==> config.mk <==
export PLATFORM = sky130hd
export DESIGN_NAME = seg_scan_decoder
export DESIGN_NICKNAME = d
export VERILOG_FILES = /design/src/rtl/seg_scan_decoder.sv
export SDC_FILE = /design/constraint.sdc
export NUM_CORES = 1
export LEC_CHECK = 0
export BUFFER_PORTS_ARGS = -buffer_cell sky130_fd_sc_hd__buf_2
export CAP_MARGIN = 20
export CORE_UTILIZATION = 45
export CTS_CLUSTER_DIAMETER = 40
export DETAILED_ROUTE_END_ITERATION = 8
export HOLD_SLACK_MARGIN = 0.06
export PLACE_DENSITY_LB_ADDON = 0.1
export SLEW_MARGIN = 20
export SYNTH_ARGS = -nofsm -noshare
export SYNTH_HDL_FRONTEND = slang
export SYNTH_SLANG_ARGS = --single-unit
export TNS_END_PERCENT = 10
==> constraint.sdc <==
create_clock -name clk -period 2.7 [get_ports clk]
set_clock_uncertainty 0.1 [all_clocks]
set_input_delay 0.405 -clock clk [delete_from_list [all_inputs] [get_ports clk]]
set_output_delay 0.405 -clock clk [all_outputs]
set_load 0.02 [all_outputs]
==> src/rtl/seg_scan_decoder.sv <==
// -----------------------------------------------------------------------------
// seg_scan_decoder
//
// Observes a multiplexed 7-segment display bus and decodes it back to BCD.
// Each digit's dwell (segment pattern + one-hot digit select) must be seen
// unchanged for STABLE_CYCLES consecutive registered samples before it is
// committed. When every digit position has been committed at least once, a
// one-cycle frame_valid pulse is raised together with frame_err.
//
// Ports:
//   clk         in   system clock, rising edge
//   rst_n       in   asynchronous active-low reset
//   seg[6:0]    in   segment lines, active-high, bit6=a .. bit0=g
//   dig_sel     in   one-hot digit select, bit i = digit i
//   digits      out  decoded BCD, digit i at [4i+3:4i] (E = illegal, F = blank)
//   blank       out  1 = digit i last committed as all-segments-off
//   frame_valid out  one-cycle pulse: all digits committed since last pulse
//   frame_err   out  qualified by frame_valid: an illegal pattern was seen
//   sel_err     out  one-cycle pulse: a registered dig_sel was nonzero, not one-hot
// -----------------------------------------------------------------------------
module seg_scan_decoder #(
  parameter int NUM_DIGITS    = 4,
  parameter int STABLE_CYCLES = 4
) (
  input  logic                    clk,
  input  logic                    rst_n,
  input  logic [6:0]              seg,
  input  logic [NUM_DIGITS-1:0]   dig_sel,
  output logic [4*NUM_DIGITS-1:0] digits,
  output logic [NUM_DIGITS-1:0]   blank,
  output logic                    frame_valid,
  output logic                    frame_err,
  output logic                    sel_err
);

  typedef enum logic {
    S_WAIT,
    S_HOLD
  } state_t;

  localparam logic [7:0]            STABLE   = 8'(STABLE_CYCLES);
  localparam logic [NUM_DIGITS-1:0] ALL_ONES = '1;

  // Registered input sample and the sample before it
  logic [6:0]            seg_q, seg_p;
  logic [NUM_DIGITS-1:0] sel_q, sel_p;
  logic [7:0]            cnt, cnt_n;

  state_t state, state_n;

  logic [NUM_DIGITS-1:0] mask, mask_n;
  logic                  acc;

  logic       sel_onehot;
  logic       sel_bad;
  logic       changed;
  logic       commit;
  logic [3:0] dec_val;
  logic       dec_blank;
  logic       dec_ill;

  // ---------------------------------------------------------------------------
  // Input stage and stability counter
  // ---------------------------------------------------------------------------
  // NOTE: sequential state uses non-blocking assignments so every register
  // samples the pre-edge values of the others, independent of statement order.
  always_ff @(posedge clk or negedge rst_n) begin
    if (!rst_n) begin
      seg_q <= '0;
      sel_q <= '0;
      seg_p <= '0;
      sel_p <= '0;
      cnt   <= '0;
    end else begin
      seg_q <= seg;
      sel_q <= dig_sel;
      seg_p <= seg_q;
      sel_p <= sel_q;
      cnt   <= cnt_n;
    end
  end

  // NOTE: every combinational output gets a default first so no path can
  // leave it unassigned and infer a latch.
  always_comb begin
    sel_onehot = (sel_q != '0) && ((sel_q & (sel_q - 1'b1)) == '0);
    sel_bad    = (sel_q != '0) && !sel_onehot;
    changed    = (seg_q != seg_p) || (sel_q != sel_p);

    cnt_n = cnt;
    if (!sel_onehot || changed) begin
      cnt_n = 8'd1;
    end else if (cnt < STABLE) begin
      cnt_n = cnt + 8'd1;
    end
  end

  // ---------------------------------------------------------------------------
  // Dwell FSM: state register / next state / outputs
  // ---------------------------------------------------------------------------
  always_ff @(posedge clk or negedge rst_n) begin
    if (!rst_n) state <= S_WAIT;
    else        state <= state_n;
  end

  always_comb begin
    state_n = state;
    if (!sel_onehot) begin
      state_n = S_WAIT;
    end else begin
      case (state)
        S_WAIT:  if (cnt_n == STABLE) state_n = S_HOLD;
        S_HOLD:  if (changed)         state_n = S_WAIT;
        default: state_n = S_WAIT;
      endcase
    end
  end

  // A dwell commits once, on the edge where its count reaches STABLE; HOLD
  // suppresses repeats while the same pattern stays on the bus.
  always_comb begin
    commit = (state == S_WAIT) && sel_onehot && (cnt_n == STABLE);
  end

  // ---------------------------------------------------------------------------
  // Segment pattern decode
  // ---------------------------------------------------------------------------
  always_comb begin
    dec_val   = 4'hE;
    dec_blank = 1'b0;
    dec_ill   = 1'b0;
    case (seg_q)
      7'b1111110: dec_val = 4'd0;
      7'b0110000: dec_val = 4'd1;
      7'b1101101: dec_val = 4'd2;
      7'b1111001: dec_val = 4'd3;
      7'b0110011: dec_val = 4'd4;
      7'b1011011: dec_val = 4'd5;
      7'b1011111: dec_val = 4'd6;
      7'b1110010: dec_val = 4'd7;
      7'b1111111: dec_val = 4'd8;
      7'b1111011: dec_val = 4'd9;
      7'b0000000: begin
        dec_val   = 4'hF;
        dec_blank = 1'b1;
      end
      default: dec_ill = 1'b1;
    endcase
  end

  // ---------------------------------------------------------------------------
  // Commit and frame assembly
  // ---------------------------------------------------------------------------
  always_comb begin
    mask_n = mask | sel_q;
  end

  always_ff @(posedge clk or negedge rst_n) begin
    if (!rst_n) begin
      digits      <= '0;
      blank       <= '1;
      mask        <= '0;
      acc         <= 1'b0;
      frame_valid <= 1'b0;
      frame_err   <= 1'b0;
      sel_err     <= 1'b0;
    end else begin
      frame_valid <= 1'b0;
      frame_err   <= 1'b0;
      sel_err     <= sel_bad;
      if (commit) begin
        for (int i = 0; i < NUM_DIGITS; i++) begin
          if (sel_q[i]) begin
            digits[4*i +: 4] <= dec_val;
            blank[i]         <= dec_blank;
          end
        end
        // The completing commit's own illegal flag is folded in directly,
        // since the accumulator is cleared on this same edge.
        if (mask_n == ALL_ONES) begin
          frame_valid <= 1'b1;
          frame_err   <= acc | dec_ill;
          mask        <= '0;
          acc         <= 1'b0;
        end else begin
          mask <= mask_n;
          acc  <= acc | dec_ill;
        end
      end
    end
  end

endmodule

; ---- Word-level counts from Yosys, hierarchy flattened
; Cells that the tools add are included.
[word_totals]
regBits = 59
wordCells = 70
output_inout_bits = 23
inputBits = 13
[op_classes]
reduce_logical = 15
muxes = 15
n_bitwise = 4
n_eq_ne = 14
add_sub_neg = 2
magnitude_cmp = 1
[ops]
columns = cell, count
row1 = "7-bit equality test, second input constant", 8
row2 = 4-bit case mux with 11 select lines, 1
row3 = 8-bit 2-to-1 mux, 2
row4 = "7-bit by 6-bit equality test with 1-bit output, second input constant", 2
row5 = 11-bit OR reduction, 1
row6 = 1-bit 2-to-1 mux, 10
row7 = "8-bit by 1-bit adder with 8-bit output, second input constant", 1
row8 = "8-bit by 3-bit equality test with 1-bit output, second input constant", 1
row9 = "8-bit by 3-bit less-than comparator with 1-bit output, second input constant", 1
row10 = 2-bit AND reduction, 4
row11 = 7-bit zero test, 1
row12 = 7-bit != test, 1
row13 = 4-bit bitwise AND, 1
row14 = "4-bit equality test, second input constant", 1
row15 = 1-bit logical AND, 4
row16 = 4-bit zero test, 1
row17 = 4-bit 2-to-1 mux, 1
row18 = 4-bit != test, 1
row19 = 4-bit bitwise OR, 1
row20 = 4-bit nonzero test, 1
row21 = "4-bit by 1-bit subtractor with 4-bit output, second input constant", 1
row22 = 1-bit logical OR, 2
row23 = 1-bit case mux with 2 select lines, 1
row24 = 1-bit zero test, 1
row25 = 2 further kinds, 2

; ---- Depth between registers and ports, before layout
; Gate-level depths: netlist (run 1).
[depth]
word_depth = 11
depth_mapped = 7
depth_no_buf = 6

; ---- Least setup slack after synthesis (run 1)
; Ideal clock, no wire load.
[synth_path]
path_type = register -> register
start = register sel_q[2]
end = register digits[12]
arrival_time_ns = 2.105
path_stages_with_launch = 8
required_ns = 2.475
period_less_slack_ns = 2.330
slack_ns = 0.370
setup_time_ns = 0.125
path_buffers = 2
cell_sequence = dfrtp_1 buf_6 xor2_1 or4_4 nor4_4 and3_1 buf_6 mux2_4
[synth_between]
elab_chain_len = 10
word_cells_on_any_way = 14
classes_between = 1 x add/sub / 2 x eq/ne / 1 x mux / 1 x bitwise / 9 x reduce/logical
[synth_lines]
columns = element, line
row1 = "start, declared", 46  ; logic [NUM_DIGITS-1:0] sel_q, sel_p;
row2 = "start signal, assigned", 76  ; sel_q <= dig_sel;
row3 = 4-bit by 1-bit subtractor with 4-bit output, 86  ; sel_onehot = (sel_q != '0) && ((sel_q & (sel_q - 1'b1)) == '0);
row4 = 4-bit bitwise AND, 86
row5 = 4-bit zero test, 86
row6 = 1-bit logical AND, 86
row7 = 1-bit zero test, n/a
row8 = 1-bit logical OR, 91  ; if (!sel_onehot || changed) begin
row9 = 8-bit 2-to-1 mux, 91
row10 = 8-bit by 3-bit equality test with 1-bit output, 122  ; commit = (state == S_WAIT) && sel_onehot && (cnt_n == STABLE);
row11 = 1-bit logical AND (*), 122
row12 = 2-bit AND reduction (no source line) (*), n/a
row13 = "end signal, assigned by index", 174  ; digits[4*i +: 4] <= dec_val;
row14 = "end, declared", 29  ; output logic [4*NUM_DIGITS-1:0] digits,
; Every way passes the cells marked *; elsewhere a longest branch is shown, timed or not.
; A chain may end at the register's enable or synchronous reset.

; ---- Final worst setup path (run 1)
[layout_path]
start = register seg_q[2]
end = register digits[6]
[layout_between]
elab_chain_len = 7
word_cells_on_any_way = 19
classes_between = 12 x eq/ne / 2 x mux / 5 x reduce/logical
[layout_lines]
columns = element, line
row1 = "start, declared", 45  ; logic [6:0] seg_q, seg_p;
row2 = "start signal, assigned", 75  ; seg_q <= seg;
row3 = 7-bit != test, 88  ; changed = (seg_q != seg_p) || (sel_q != sel_p);
row4 = 1-bit logical OR, 88
row5 = 1-bit logical OR, 91
row6 = 8-bit 2-to-1 mux, 91
row7 = 8-bit by 3-bit equality test with 1-bit output, 122
row8 = 1-bit logical AND, 122
row9 = 2-bit AND reduction (no source line), n/a
; Several ways; a longest one is shown, not always the timed one.

==> impl_metrics.prom, run 1 <==
# TYPE chip_impl_metric gauge
chip_impl_info{name="run_status",value="finished, final reports clean"} 1
chip_impl_info{name="tritoncts",value="done"} 1
chip_impl_metric{name="combinationalPowerShare",unit="%"} 6.3
chip_impl_metric{name="pin_count",unit=""} 36
chip_impl_info{name="top_family_by_delay_on_critical_path",value="simple AND/OR/NAND/NOR gates"} 1
chip_impl_metric{name="p_sw",unit="mW"} 0.433
chip_impl_metric{name="final_layout_size_suffix_gt1_share",unit="%"} 32.0
chip_impl_metric{name="congestion_overflow_gr",unit=""} 0
chip_impl_metric{name="period_minus_slack",unit="ps"} 2540
chip_impl_metric{name="global_route_wire_length_before_repair",unit="um"} 9180
chip_impl_info{name="leading_cell_types_in_the_layout_fill_and_taps_excluded",value="dfrtp_1, buf_2, buf_4"} 1
chip_impl_metric{name="report.final.slew_viol_count",unit=""} 0
chip_impl_metric{name="critPathMaxFanout",unit=""} 10
chip_impl_metric{name="fp.dieW",unit="um"} 80.0
chip_impl_info{name="critical_path.endpoint_type",value="register"} 1
chip_impl_metric{name="antenna_found_initial",unit=""} 0
chip_impl_metric{name="placement.io_buffers",unit=""} 35
chip_impl_metric{name="final-setup-viol-count",unit=""} 0
chip_impl_metric{name="drcViolationCount",unit=""} 0
chip_impl_metric{name="yosys_register_bits",unit=""} 59
chip_impl_metric{name="power.sequential.fraction",unit="%"} 45.5
chip_impl_metric{name="syn_avg_cell_area",unit="um2"} 12.7
chip_impl_metric{name="power_report.internal_total",unit="mW"} 1.60
chip_impl_info{name="post_synth_main_area_contributors",value="dfrtp_1, mux2_4, dfstp_2"} 1
chip_impl_metric{name="cts.sinks",unit=""} 59
chip_impl_metric{name="finalCritPeriodShare",unit="%"} 94.2
chip_impl_info{name="synth_flop_cell",value="dfrtp_1"} 1
chip_impl_metric{name="grt_util_overall",unit="%"} 20.0
chip_impl_metric{name="postLayoutCellArea",unit="um2"} 3370
chip_impl_metric{name="timing.critical_path.arrival",unit="ps"} 2670
chip_impl_metric{name="insertion_delay",unit="ps"} 340
chip_impl_metric{name="cts_htree_levels",unit=""} 3
chip_impl_metric{name="routed_via_density",unit=""} 5.32
chip_impl_metric{name="fillerInstances",unit=""} 498
chip_impl_metric{name="drt_wl_total",unit="um"} 5540
chip_impl_metric{name="areal_power_density_over_the_cells",unit="nW/um2"} 602
chip_impl_metric{name="synthToLayoutAreaGrowth",unit="%"} 23.2
chip_impl_metric{name="placed_cell_area",unit="um2"} 3020
chip_impl_metric{name="clock_power_share",unit="%"} 48.2
chip_impl_metric{name="cts_setup_buffers",unit=""} 0
chip_impl_info{name="cp-start-kind",value="register"} 1
chip_impl_metric{name="worst_slew_pin_slew",unit="ps"} 681
chip_impl_metric{name="grt_start_max_net_pins",unit=""} 31
chip_impl_metric{name="die_h",unit="um"} 80.0
chip_impl_info{name="commonest_non_fill_non_tap_cell_in_the_layout",value="dfrtp_1"} 1
chip_impl_metric{name="yosys.cell_types.count",unit=""} 50
chip_impl_metric{name="switching_fraction",unit="%"} 21.3
chip_impl_metric{name="fp-row-count",unit=""} 28
chip_impl_metric{name="synthesis.area",unit="um2"} 2740
chip_impl_metric{name="synth_top_area_share",unit="%"} 50.3
chip_impl_metric{name="post_cts_resize_count",unit=""} 0
chip_impl_metric{name="antennaDiodeCount",unit=""} 0
chip_impl_metric{name="achievable-frequency",unit="MHz"} 393
chip_impl_metric{name="detail_route.iter0.violations",unit=""} 144
chip_impl_metric{name="finalSetupTns",unit="ps"} 0
chip_impl_info{name="timing.hold.worst.class",value="input pin to register"} 1
chip_impl_info{name="cpMaxStageDelayCell",value="or4_4"} 1
chip_impl_metric{name="clockBufferDepth",unit=""} 2
chip_impl_metric{name="syn-instance-count",unit=""} 215
chip_impl_info{name="grt_setup_unrepaired",value="false"} 1
chip_impl_metric{name="instances_no_fill",unit=""} 350
chip_impl_metric{name="finalCoreUtilization",unit="%"} 57.3
chip_impl_info{name="cts.root.buffer_cell",value="clkbuf_8"} 1
chip_impl_metric{name="route.antenna.remaining_nets",unit=""} 0
chip_impl_metric{name="globalplace.congestion",unit=""} 0.822
chip_impl_metric{name="yosys_warnings",unit=""} 0
chip_impl_metric{name="worst_path_largest_cell_delay",unit="ps"} 500
chip_impl_metric{name="dp_hpwl",unit="um"} 3890
chip_impl_info{name="worstSetupPathType",value="register to register"} 1
chip_impl_metric{name="max_cap_violations",unit=""} 0
chip_impl_metric{name="dr.pass1.iters",unit=""} 4
chip_impl_metric{name="cp.buffers_inverters",unit=""} 0
chip_impl_metric{name="cellLeakagePower",unit="nW"} 1.59
chip_impl_metric{name="synth_nets",unit=""} 229
chip_impl_metric{name="place.detailed.instances",unit=""} 323
chip_impl_metric{name="total_vias_in_the_final_route",unit=""} 1861
chip_impl_metric{name="grt_pass1_vias",unit=""} 1819
chip_impl_info{name="path_cells",value="xor2_1 -> or4_4 -> nor4_4 -> and3_1 -> mux2_4"} 1
chip_impl_metric{name="synth-edff-count",unit=""} 0
chip_impl_metric{name="ys_async_sr_fraction",unit="%"} 100
chip_impl_metric{name="vdd_ir_drop_max",unit="mV"} 0.365
chip_impl_metric{name="initial_utilization",unit="%"} 46.5
chip_impl_metric{name="timing.slew.headroom",unit="%"} 54.6
chip_impl_metric{name="core_area",unit="um2"} 5890
chip_impl_metric{name="synth-seq-area-share",unit="%"} 54.1
chip_impl_metric{name="worstPathRequired",unit="ps"} 2820
chip_impl_metric{name="routedWlPerCell",unit="um"} 15.8
chip_impl_metric{name="die_footprint",unit="um2"} 6400
chip_impl_info{name="synth_largest_area_cell",value="dfrtp_1"} 1
chip_impl_metric{name="hold_viol_final",unit=""} 0
chip_impl_metric{name="cts.reportedPaths.clkPinSlew",unit="ps"} 60
chip_impl_metric{name="numCtsBuffers",unit=""} 9
chip_impl_metric{name="nets",unit=""} 284
## cells in the mapped netlist, drive strengths merged (4+ instances only)
cell,number
a2111oi,8
a21boi,4
and2,5
and3,7
buf,10
clkbuf,6
dfrtp,55
dfstp,4
mux2,12
nand3,12
nand4,4
nor2,4
nor3,5
nor4,7
o21a,5
o21ba,8
xnor2,6
xor2,11
## power groups by stage
stage / Combinational, mW / Clock [mW] / Sequential, mW
3_5_place_dp: 0.118 / 0 / 0.939
2_1_floorplan: 0.0751 / 0 / 0.929
3_3_place_gp: 0.117 / 0 / 0.939
6_report: 0.129 / 0.977 / 0.923
4_1_cts: 0.131 / 1.00 / 0.923
5_1_grt: 0.144 / 1.04 / 0.926
## worst register-to-register path, stage by stage, from the launching register on
cell     delay (ps)
dfrtp_1         480
xor2_1          220
or4_4           500
nor4_4          390
and3_1          410
mux2_4          340
## final timing paths
| check | start | endpoint | slack [ps] | cells after the start |
|---|---|---|---|---|
| max in group asynchronous | rst_n | blank[1] | 1290 | 3 |
| worst max register to register | seg_q[2] | digits[6] | 160 | 5 |
| worst min register to register | cnt[5] | cnt[5] | 380 | 1 |
| min in group asynchronous | rst_n | cnt[7] | 540 | 2 |
| worst max-delay path | seg_q[2] | digits[6] | 160 | 5 |
| worst min-delay path | dig_sel[2] | sel_q[2] | 90 | 1 |
## metal layers
layer	vias to the layer above	routed length, um	track usage, %	part of all wire, %
met1	905	2700	27.4	49
met2	37	2530	28.5	46
met5	-	0	0	0
met3	9	226	5.37	4.1
li1	910	-	-	-
met4	0	80	11.3	1.4
## through the flow
step | setup WS (ps) | total power [mW] | hold slack (ps)
floorplan | 370 | 1.00 | 9.41
global placement | 195 | 1.06 | 361
detailed placement | 179 | 1.06 | 366
CTS | 160 | 2.06 | 71.6
global route | 58.3 | 2.11 | 68.9
finish | 157 | 2.03 | 87.5
## what timing repair did
action | 4_1_cts | 5_1_grt
hold buffers | 11 | 0
endpoints found under the hold margin | 39 | 0
setup endpoints to repair | 0 | 0
## sequential cells by signal (all words and copies together), names as in the netlist
register     cells
acc              1
blank            4
cnt              8
digits          16
frame_err        1
frame_valid      1
mask             4
seg_p            7
seg_q            7
sel_err          1
sel_p            4
sel_q            4
state            1
## final cells by class
| type | instances | area [um2] | share of cell area (%) |
|---|---|---|---|
| Clock buffer | 11 | 141 | 4.19 |
| Clock inverter | 5 | 100 | 2.97 |
| Multi-Input combinational cell | 140 | 1150 | 34.2 |
| Sequential cell | 59 | 1480 | 43.9 |
| Tap cell | 75 | 93.8 | 2.78 |
| Timing Repair Buffer | 60 | 403 | 11.9 |
## cell families after synthesis
logic type / Yosys count / synth area share (%)
xor+xnor: 17 / 5.44
fa+ha+maj: 2 / 0.823
buf+inv: 16 / 3.75
mux: 13 / 6.95
compound gates: 39 / 11.9
flops: 59 / 54.1
simple gates: 69 / 17.0
Note: power is estimated with default switching activity, not from simulation.
==> run 2: changes to the inputs <==
--- a/config.mk
+++ b/config.mk
@@ -7,7 +7,7 @@
 export LEC_CHECK = 0
 export BUFFER_PORTS_ARGS = -buffer_cell sky130_fd_sc_hd__buf_2
 export CAP_MARGIN = 20
-export CORE_UTILIZATION = 45
+export CORE_UTILIZATION = 38
 export CTS_CLUSTER_DIAMETER = 40
 export DETAILED_ROUTE_END_ITERATION = 8
 export HOLD_SLACK_MARGIN = 0.06
==> impl_metrics.prom, run 2 (synthesis results as in run 1) <==
# TYPE chip_impl_metric gauge
chip_impl_metric{name="cts_htree_levels",unit=""} 3
chip_impl_metric{name="routed_via_density",unit=""} 5.08
chip_impl_metric{name="grt_util_overall",unit="%"} 16.5
chip_impl_metric{name="insertion_delay",unit="ps"} 330
chip_impl_metric{name="die_footprint",unit="um2"} 7550
chip_impl_metric{name="placement.io_buffers",unit=""} 35
chip_impl_metric{name="max_cap_violations",unit=""} 0
chip_impl_metric{name="cts_setup_buffers",unit=""} 0
chip_impl_metric{name="fp.dieW",unit="um"} 86.9
chip_impl_metric{name="p_sw",unit="mW"} 0.403
chip_impl_metric{name="globalplace.congestion",unit=""} 0.793
chip_impl_metric{name="fp-row-count",unit=""} 30
chip_impl_info{name="layout_top_registers",value="digits: 16 flops, cnt: 8 flops"} 1
chip_impl_metric{name="route.antenna.remaining_nets",unit=""} 0
chip_impl_info{name="top_register",value="digits"} 1
chip_impl_metric{name="grt_start_max_net_pins",unit=""} 33
chip_impl_metric{name="worst_slew_pin_slew",unit="ps"} 657
chip_impl_metric{name="dr.pass1.iters",unit=""} 4
chip_impl_metric{name="timing.slew.headroom",unit="%"} 56.2
chip_impl_info{name="grt_setup_unrepaired",value="false"} 1
chip_impl_metric{name="power_report.internal_total",unit="mW"} 1.33
chip_impl_metric{name="grtUsageMet1",unit="%"} 23.6
chip_impl_metric{name="total_vias_in_the_final_route",unit=""} 1827
chip_impl_metric{name="global_route_wire_length_before_repair",unit="um"} 9310
chip_impl_metric{name="fillerInstances",unit=""} 653
chip_impl_info{name="run_status",value="finished, final reports clean"} 1
chip_impl_metric{name="congestion_overflow_gr",unit=""} 0
chip_impl_metric{name="grt_pass1_vias",unit=""} 1797
chip_impl_info{name="tritoncts",value="done"} 1
chip_impl_metric{name="met3_usage",unit="%"} 4.17
chip_impl_metric{name="achievable-frequency",unit="MHz"} 390
chip_impl_metric{name="drt_wl_total",unit="um"} 5470
chip_impl_metric{name="seq_area",unit="um2"} 1480
chip_impl_metric{name="grt_util_met2",unit="%"} 23.5
chip_impl_info{name="commonest_non_fill_non_tap_cell_in_the_layout",value="dfrtp_1"} 1
chip_impl_metric{name="post_cts_resize_count",unit=""} 0
chip_impl_info{name="cts.root.buffer_cell",value="clkbuf_8"} 1
chip_impl_metric{name="routedWlPerCell",unit="um"} 15.2
chip_impl_metric{name="critPathMaxFanout",unit=""} 10
chip_impl_metric{name="power.sequential.fraction",unit="%"} 53.3
chip_impl_metric{name="die_h",unit="um"} 86.9
chip_impl_metric{name="pin_count",unit=""} 36
chip_impl_metric{name="multi_input_comb_area",unit="um2"} 1160
chip_impl_metric{name="worstPathRequired",unit="ps"} 2820
chip_impl_metric{name="hold_viol_final",unit=""} 0
chip_impl_metric{name="fin_worst_hold_slack",unit="ps"} 79.4
chip_impl_metric{name="report.final.slew_viol_count",unit=""} 0
chip_impl_metric{name="clockBufferDepth",unit=""} 2
chip_impl_metric{name="final-setup-viol-count",unit=""} 0
chip_impl_metric{name="antennaDiodeCount",unit=""} 0
chip_impl_info{name="critical_path.endpoint_type",value="register"} 1
chip_impl_metric{name="timing.critical_path.arrival",unit="ps"} 2680
chip_impl_metric{name="vdd_ir_drop_max",unit="mV"} 0.286
chip_impl_metric{name="cts.reportedPaths.clkPinSlew",unit="ps"} 60
chip_impl_metric{name="antenna_found_initial",unit=""} 0
chip_impl_info{name="cp-start-kind",value="register"} 1
chip_impl_metric{name="clock_power_share",unit="%"} 40.0
chip_impl_info{name="timing.hold.worst.class",value="input pin to register"} 1
chip_impl_metric{name="finalSetupTns",unit="ps"} 0
chip_impl_metric{name="dp_hpwl",unit="um"} 3930
chip_impl_metric{name="initial_utilization",unit="%"} 39.9
chip_impl_metric{name="numCtsBuffers",unit=""} 9
chip_impl_metric{name="detail_route.iter0.violations",unit=""} 74
chip_impl_metric{name="finalCritPeriodShare",unit="%"} 94.9
chip_impl_metric{name="final_layout_size_suffix_gt1_share",unit="%"} 32.6
chip_impl_metric{name="drcViolationCount",unit=""} 0
chip_impl_metric{name="areal_power_density_over_the_cells",unit="nW/um2"} 538
chip_impl_metric{name="cts.sinks",unit=""} 59
chip_impl_info{name="leading_cell_types_in_the_layout_fill_and_taps_excluded",value="dfrtp_1, buf_2, nand3_1, mux2_4, buf_4"} 1
chip_impl_metric{name="core_area",unit="um2"} 6870
chip_impl_metric{name="period_minus_slack",unit="ps"} 2560
chip_impl_metric{name="switching_fraction",unit="%"} 23.2
chip_impl_info{name="worstSetupPathType",value="register to register"} 1
chip_impl_info{name="gr_busiest_metal",value="met1"} 1
chip_impl_metric{name="largest_register_ff_count",unit=""} 16
chip_impl_metric{name="combinationalPowerShare",unit="%"} 6.8
chip_impl_metric{name="synthToLayoutAreaGrowth",unit="%"} 17.9
chip_impl_metric{name="cellLeakagePower",unit="nW"} 1.51
chip_impl_metric{name="nets",unit=""} 273
## run 2: changes by cell type in the layout (fill, tap and decap cells not counted), sizes merged
| cell | delta |
|---|---|
| buf | -1 |
| bufinv | -3 |
| clkbuf | +3 |
| dlygate4sd3 | -10 |
## run 2: cell type report
type                            count  area share, %
Clock inverter                      2          0.310
Clock buffer                       14           5.04
Sequential cell                    59           45.9
Timing Repair Buffer               49           9.15
Tap cell                           96           3.72
Multi-Input combinational cell    140           35.9
## run 2: critical path, stage by stage (launching register included)
cell,delay (ps)
dfrtp_1,490
xor2_1,220
or4_4,510
nor4_4,370
and3_1,420
mux2_4,330
## run 2: routing by layer
layer	vias up	part of all wire [%]
met4	0	0.90
met5	-	0
met1	893	50
met2	40	45
met3	5	4.1
li1	889	-
## run 2: path summary, 6_finish.rpt
path / startpoint / end / slack (ps) / depth (start not counted)
hold reg to reg: cnt[5] / cnt[5] / 380 / 1
hold / removal: seg[6] / seg_q[6] / 80 / 1
min in group asynchronous: rst_n / cnt[0] / 550 / 2
setup / recovery: seg_q[2] / digits[14] / 140 / 5
setup reg to reg: seg_q[2] / digits[14] / 140 / 5
max in group asynchronous: rst_n / blank[2] / 1290 / 3
## run 2: power by group through the flow
stage	registers [mW]	logic [mW]	clock network, mW
3_5_place_dp	0.941	0.117	0
3_3_place_gp	0.941	0.118	0
5_1_grt	0.927	0.132	0.761
2_1_floorplan	0.929	0.0751	0
4_1_cts	0.925	0.119	0.721
6_report	0.925	0.118	0.694
## run 2: stage by stage
step	utilization (%)	setup WS, ps	instances	total power, mW	area (um2)
2_1_floorplan	-	370	215	1.00	2740
3_3_place_gp	44.3	140	343	1.06	3040
3_5_place_dp	44.3	134	343	1.06	3040
4_1_cts	46.9	122	360	1.76	3220
5_1_grt	47.0	11.0	360	1.82	3230
6_report	47.0	137	360	1.74	3230
## run 2: repair_timing
action / 4_1_cts / 5_1_grt
hold buffers: 1 / 0
setup endpoints to repair: 0 / 0
endpoints found under the hold margin: 27 / 0
